===== config.mk =====
export PLATFORM = sky130hd
export DESIGN_NAME = hazard_detector
export DESIGN_NICKNAME = d
export VERILOG_FILES = /design/src/rtl/hazard_detector.sv
export SDC_FILE = /design/constraint.sdc
export NUM_CORES = 1
export LEC_CHECK = 0
export BUFFER_PORTS_ARGS = -buffer_cell sky130_fd_sc_hd__buf_4
export CORE_UTILIZATION = 51
export DETAILED_ROUTE_END_ITERATION = 12
export PLACE_DENSITY = 0.77
export SLEW_MARGIN = 20
export SYNTH_ARGS = -nofsm -noshare
export SYNTH_HDL_FRONTEND = slang
export SYNTH_SLANG_ARGS = --single-unit

===== constraint.sdc =====
create_clock -name clk -period 3.4 [get_ports clk]
set_input_delay 0.68 -clock clk [delete_from_list [all_inputs] [get_ports clk]]
set_output_delay 0.68 -clock clk [all_outputs]
set_load 0.01 [all_outputs]

===== src/rtl/hazard_detector.sv =====
// ID-stage hazard detector: pauses on load-use, branch-operand and HI/LO-busy hazards and flags taken redirects.
// Outputs are combinational (zero latency) from the EX/MEM scoreboard, MDU counter and ID inputs; a pause bubbles EX.
module hazard_detector #(
   parameter int MULT_CYCLES = 4,
   parameter int DIV_CYCLES  = 32
) (
   input  logic       clk,
   input  logic       rst,
   input  logic       id_valid,
   input  logic [4:0] id_rs,
   input  logic [4:0] id_rt,
   input  logic       id_use_rs,
   input  logic       id_use_rt,
   input  logic       id_is_branch,
   input  logic       id_wr_en,
   input  logic [4:0] id_wr_addr,
   input  logic       id_is_load,
   input  logic [1:0] id_mdu_op,
   input  logic       id_reads_hilo,
   input  logic       branch_taken,
   output logic       isPause,
   output logic       isJumpOrBranch,
   output logic       mdu_busy
);

   localparam int CW = $clog2(DIV_CYCLES + 1);

   typedef struct packed {
      logic       v;
      logic       wr;
      logic [4:0] addr;
      logic       ld;
   } sb_entry_t;

   sb_entry_t     ex_q, ex_d, mem_q, mem_d;
   logic [CW-1:0] cnt_q, cnt_d;
   logic          hit_ex, hit_mem, mdu_user, pause_raw, issue;

   function automatic logic hit(input sb_entry_t e, input logic use_rs, input logic [4:0] rs,
                                input logic use_rt, input logic [4:0] rt);
      return e.v & e.wr & (e.addr != 5'd0) &
             ((use_rs & (rs == e.addr)) | (use_rt & (rt == e.addr)));
   endfunction

   always_comb begin
      hit_ex    = hit(ex_q, id_use_rs, id_rs, id_use_rt, id_rt);
      hit_mem   = hit(mem_q, id_use_rs, id_rs, id_use_rt, id_rt);
      mdu_user  = id_reads_hilo | (id_mdu_op == 2'b01) | (id_mdu_op == 2'b10);
      pause_raw = id_valid & ((hit_ex & ex_q.ld)
                            | (id_is_branch & hit_ex)
                            | (id_is_branch & hit_mem & mem_q.ld)
                            | (mdu_user & (cnt_q != '0)));
      issue     = id_valid & ~pause_raw;
   end

   // Reset overrides everything, including a taken branch sitting in ID.
   always_comb begin
      isPause        = ~rst & pause_raw;
      isJumpOrBranch = ~rst & id_valid & branch_taken & ~pause_raw;
      mdu_busy       = (cnt_q != '0);
   end

   always_comb begin
      mem_d = ex_q;
      ex_d  = '0;
      if (issue) begin
         ex_d.v    = 1'b1;
         ex_d.wr   = id_wr_en;
         ex_d.addr = id_wr_addr;
         ex_d.ld   = id_is_load;
      end
   end

   always_comb begin
      cnt_d = cnt_q;
      if (issue && id_mdu_op == 2'b01) begin
         cnt_d = CW'(MULT_CYCLES);
      end else if (issue && id_mdu_op == 2'b10) begin
         cnt_d = CW'(DIV_CYCLES);
      end else if (cnt_q != '0) begin
         cnt_d = cnt_q - CW'(1);
      end
   end

   always_ff @(posedge clk or posedge rst) begin
      if (rst) begin
         ex_q  <= '0;
         mem_q <= '0;
         cnt_q <= '0;
      end else begin
         ex_q  <= ex_d;
         mem_q <= mem_d;
         cnt_q <= cnt_d;
      end
   end

endmodule

Word-level counts from Yosys, hierarchy flattened
Index checks and enable logic that the tools add are counted.
Word-level totals
  register bits: 22
  word-level logic and storage cells: 56
  output and inout bits: 3
Cells by class
  eq/ne operators: 6
  bitwise gates (word level): 30
  add/sub/neg operators: 1
  muxes and demuxes: 4
  reductions and logical operators: 6
Operator list (number)
  $and A1 B1 Y1: 21
  $eq A5 B5 Y1: 4
  $mux W6: 3
  $reduce_bool A5 Y1: 2
  $mux W8: 1
  $or A1 B1 Y1: 7
  $reduce_bool A6 Y1: 1
  $sub A6 B1 Y6 const B: 1
  $reduce_bool A3 Y1: 1
  $eq A2 B1 Y1 const B: 1
  $eq A2 B2 Y1 const B: 1
  $logic_and A1 B1 Y1: 2
  $not A1 Y1: 2

Depth between registers and ports, before layout
  depth after elaboration: 14
  depth in mapped cells: 8
  depth with buffers taken out: 8

Worst setup path after synthesis
No wires, ideal clock.
  path type: reg-to-output
  start: reg cnt_q[0]
  end: out isJumpOrBranch
  cell stages (with the launch flop): 9
  arrival: 2.018 ns
  required time: 2.720 ns
  path buffers: 1
  setup slack: 0.702 ns
  cell sequence: dfrtp_1 inv_1 ha_1 or3b_4 nor3_4 nor2_2 a221o_1 buf_6 nor4b_4
On the way
  cells in the longest elaborated chain, start to end: 6
Ends and longest elaborated chain
  start, declared: RTL line 36  | logic [CW-1:0] cnt_q, cnt_d;
  start signal, assigned: RTL line 93  | cnt_q <= cnt_d;
  $reduce_bool A6 Y1: RTL line 52  | | (mdu_user & (cnt_q != '0)));
  $and A1 B1 Y1: RTL line 52
  $or A1 B1 Y1: RTL line 52
  $and A1 B1 Y1: RTL line 49  | pause_raw = id_valid & ((hit_ex & ex_q.ld)
  $not A1 Y1: RTL line 59  | isJumpOrBranch = ~rst & id_valid & branch_taken & ~pause_raw;
  $and A1 B1 Y1: RTL line 59
  end, declared: RTL line 22  | output logic isJumpOrBranch,
Every way passes these cells.

Worst setup path in the final report
Ends and elaborated chain as after synthesis.

==> metrics <==
Lkg Pwr approximately 0.67 nW; first-pass detailed-route iteration total 4; area of placed instances 1400 µm²; number of global-route vias before repair 912; starting density of the core 0.564; switching portion of total power 0.311; Worst Slack Setup Final ~0.15 ns; total die area 2450 µm²; Hold WC Path Type reg -> reg; remaining routing DRC violations 0; transition at the pin with the smallest max-transition slack 0.413 ns; total of fill cells in the finished design roughly 150; Final Core Density 0.729; CTS tree yes; H-tree depth 1; Pwr Density ~560 nW/µm²; met1 Usage GRT 0.267; maximum frequency from static timing analysis slightly above 300 MHz; Worst Hold Launch ex_q[7]; Clock Latency Late Sink 0.30 ns; Yosys reg bits 22; layout overhead on the synthesized area 29.1%; sort of element at the end of the critical path primary output; Final ANT Viol Nets 0; pre-CTS WS 0.428 ns; total gr overflow 0; cell count of the worst hold path 0; gr usage total 0.217; maximum number of pins on one net before global-route repair 23; Fin. Hold Viols 0; switching power summed over all nets 0.000260 W; element type at the critical path start flop; Setup Crit Path Kind reg -> out; post-synth cell types 31; routability-driven placement congestion ratio roughly 0.88; Core Region 2040 µm²; count of routing violations after the opening detailed-route iteration 28; sequential cell area fraction in the yosys report 0.478; antenna fix cells 0; number of vias after detailed routing 956; final net count 177; arrival time worst endpoint 2.57 ns; Yosys warning count 0; Die Width approximately 50 µm; wire length of the first global-routing pass 3950 µm; worst reg-to-reg setup slack approximately 1.2 ns; Logic pwr share 0.324; global routing usage on met3 0.0432; Worst-path clk slew 0.12 ns; worst relative slew slack 0.725; Worst Skew 0.00235 ns; worst hold path endpoint mem_q[7]; Clk network pwr share 0.237; Synth Cell Area roughly 1200 µm²; number of enable flip-flop cells after synthesis 0; Final Routed Wirelength 2480 µm; number of antenna violations at the first check in global routing 0; average vias per placed instance around 5.5; Buffers on Ports 29; cts-stage hold buffer count 0; largest fanout on the critical path 7; Worst Reg2Reg Path Length in Cells 8; mean instance size in the synthesized netlist 10.4 µm²; Most Used Layer, Global Route met2; number of max-capacitance violations reported 0; sequential cell fraction of total power 0.439; clock sink count 22; met2 Use GR 0.372; number of rows in the core area 16; Internal Power 0.000575 W; final critical-path share of the clock period 0.956; async set or reset register ratio after synthesis 1.00; Slew Viols, Final 0; half-perimeter wire length of the detailed placement result 1800 µm; total setup violations reported at the end of the flow 0; most common flop cell mapped by yosys sky130_fd_sc_hd__dfrtp_1; peak supply drop about 0.40 mV; finished layout cell area approximately 1500 µm²; root buf cell sky130_fd_sc_hd__clkbuf_4; synthesized net count 139; DIE HEIGHT a little under 50 µm; share of cells above drive strength 1 0.318; post-route minimum period roughly 3.3 ns; WP data required ~2.7 ns; CTS max path bufs 2; TritonCTS Buffers 3; post-synthesis instance total 111; startpoint of the most critical register-to-register path cnt_q[0]; Hold Slack 0.393 ns; outcome finished clean; number of top-level pins 30; terminus of the critical flop-to-flop path ex_q[3]; WL/cell about 14 µm
## stage by stage
| stage | cells | total power (W) | setup TNS [ns] |
|---|---|---|---|
| floorplan | 111 | 0.000538 | 0 |
| global placement | 166 | 0.000603 | 0 |
| detailed placement | 166 | 0.000613 | 0 |
| CTS | 170 | 0.000811 | 0 |
| global route | 175 | 0.000883 | -0.00278 |
| finish | 175 | 0.000835 | 0 |
## final cells by class
cell class / count / area [µm²] / share of cell area
clock buffers: 3 / 22.5 / 0.0151
clock inverters: 1 / 30.0 / 0.0202
flip-flops and latches: 22 / 551 / 0.370
multi-input cells: 82 / 569 / 0.383
inverters: 5 / 18.8 / 0.0126
repair buffers: 35 / 263 / 0.177
well taps: 27 / 33.8 / 0.0227
## Yosys cell counts (all sizes together), types with 2 or more instances
cell | instances | share of area
xor2 | 3 | 0.023
xnor2 | 21 | 0.16
dfrtp | 22 | 0.48
a21oi | 3 | 0.013
a41oi | 2 | 0.015
inv | 5 | 0.016
o21ai | 3 | 0.013
nand4 | 5 | 0.027
nand2 | 13 | 0.042
o22ai | 2 | 0.011
nor3 | 3 | 0.023
nor2 | 12 | 0.041
## placed cells by master, fill, tap and decap left out, types with 2 or more instances in the layout
cell / instances
sky130_fd_sc_hd__inv_1: 5
sky130_fd_sc_hd__a41oi_1: 2
sky130_fd_sc_hd__a21oi_1: 3
sky130_fd_sc_hd__nand2_1: 13
sky130_fd_sc_hd__nor2_1: 11
sky130_fd_sc_hd__o22ai_1: 2
sky130_fd_sc_hd__buf_4: 35
sky130_fd_sc_hd__o21ai_0: 3
sky130_fd_sc_hd__xor2_1: 3
sky130_fd_sc_hd__dfrtp_1: 22
sky130_fd_sc_hd__clkbuf_4: 3
sky130_fd_sc_hd__nand4_1: 5
sky130_fd_sc_hd__xnor2_1: 21
sky130_fd_sc_hd__nor3_1: 2
## registers in the layout, indices dropped and copies added, names as in the netlist
signal  count
ex_q        8
mem_q       8
cnt_q       6
## layer usage
layer | wire length [µm] | part of all wire | up-vias
li1 | - | - | 462
met1 | 1100 | 0.44 | 452
met2 | 1200 | 0.49 | 35
met3 | 130 | 0.052 | 7
met4 | 46 | 0.019 | 0
met5 | 0 | 0 | -
## worst max path at each step
stage                  start        endpoint  slack [ns]  depth (start not counted)
floorplan           cnt_q[0]  isJumpOrBranch        0.70                          8
global placement    cnt_q[0]  isJumpOrBranch        0.50                          8
detailed placement  cnt_q[0]  isJumpOrBranch        0.43                          8
CTS                 cnt_q[0]  isJumpOrBranch        0.05                          8
global route        cnt_q[0]  isJumpOrBranch      -0.003                          8
finish              cnt_q[0]  isJumpOrBranch        0.15                          8
## power groups by stage
stage	Sequential [W]	Combinational, W	Clock (W)
after floorplan	0.000356	0.000182	0
after global placement	0.000367	0.000236	0
after detailed placement	0.000368	0.000245	0
after CTS	0.000364	0.000246	0.000201
after global routing	0.000374	0.000298	0.000211
final	0.000366	0.000271	0.000198
## critical path, cell delays in order (launching register included)
cell                      delay (ns)
sky130_fd_sc_hd__dfrtp_1        0.43
sky130_fd_sc_hd__inv_1          0.11
sky130_fd_sc_hd__ha_1           0.19
sky130_fd_sc_hd__or3b_4         0.41
sky130_fd_sc_hd__nor3_4         0.27
sky130_fd_sc_hd__nor2_2         0.07
sky130_fd_sc_hd__a221o_2        0.38
sky130_fd_sc_hd__nor4b_4        0.26
sky130_fd_sc_hd__buf_4          0.15
## what timing repair did
| item | 4_1_cts | 5_1_grt |
|---|---|---|
| setup endpoints to repair | 0 | 2 |
| resized for setup | 0 | 1 |
| buffers inserted | 0 | 5 |
| hold endpoints to repair | 0 | 0 |
## cell families after synthesis
logic type / count (synthesis) / share of synthesized area
buf+inv: 7 / 0.0293
compound gates: 15 / 0.0912
simple gates: 42 / 0.208
flops: 22 / 0.478
fa+ha+maj: 1 / 0.0109
xor+xnor: 24 / 0.182
Power figures use the tool's default switching activity.
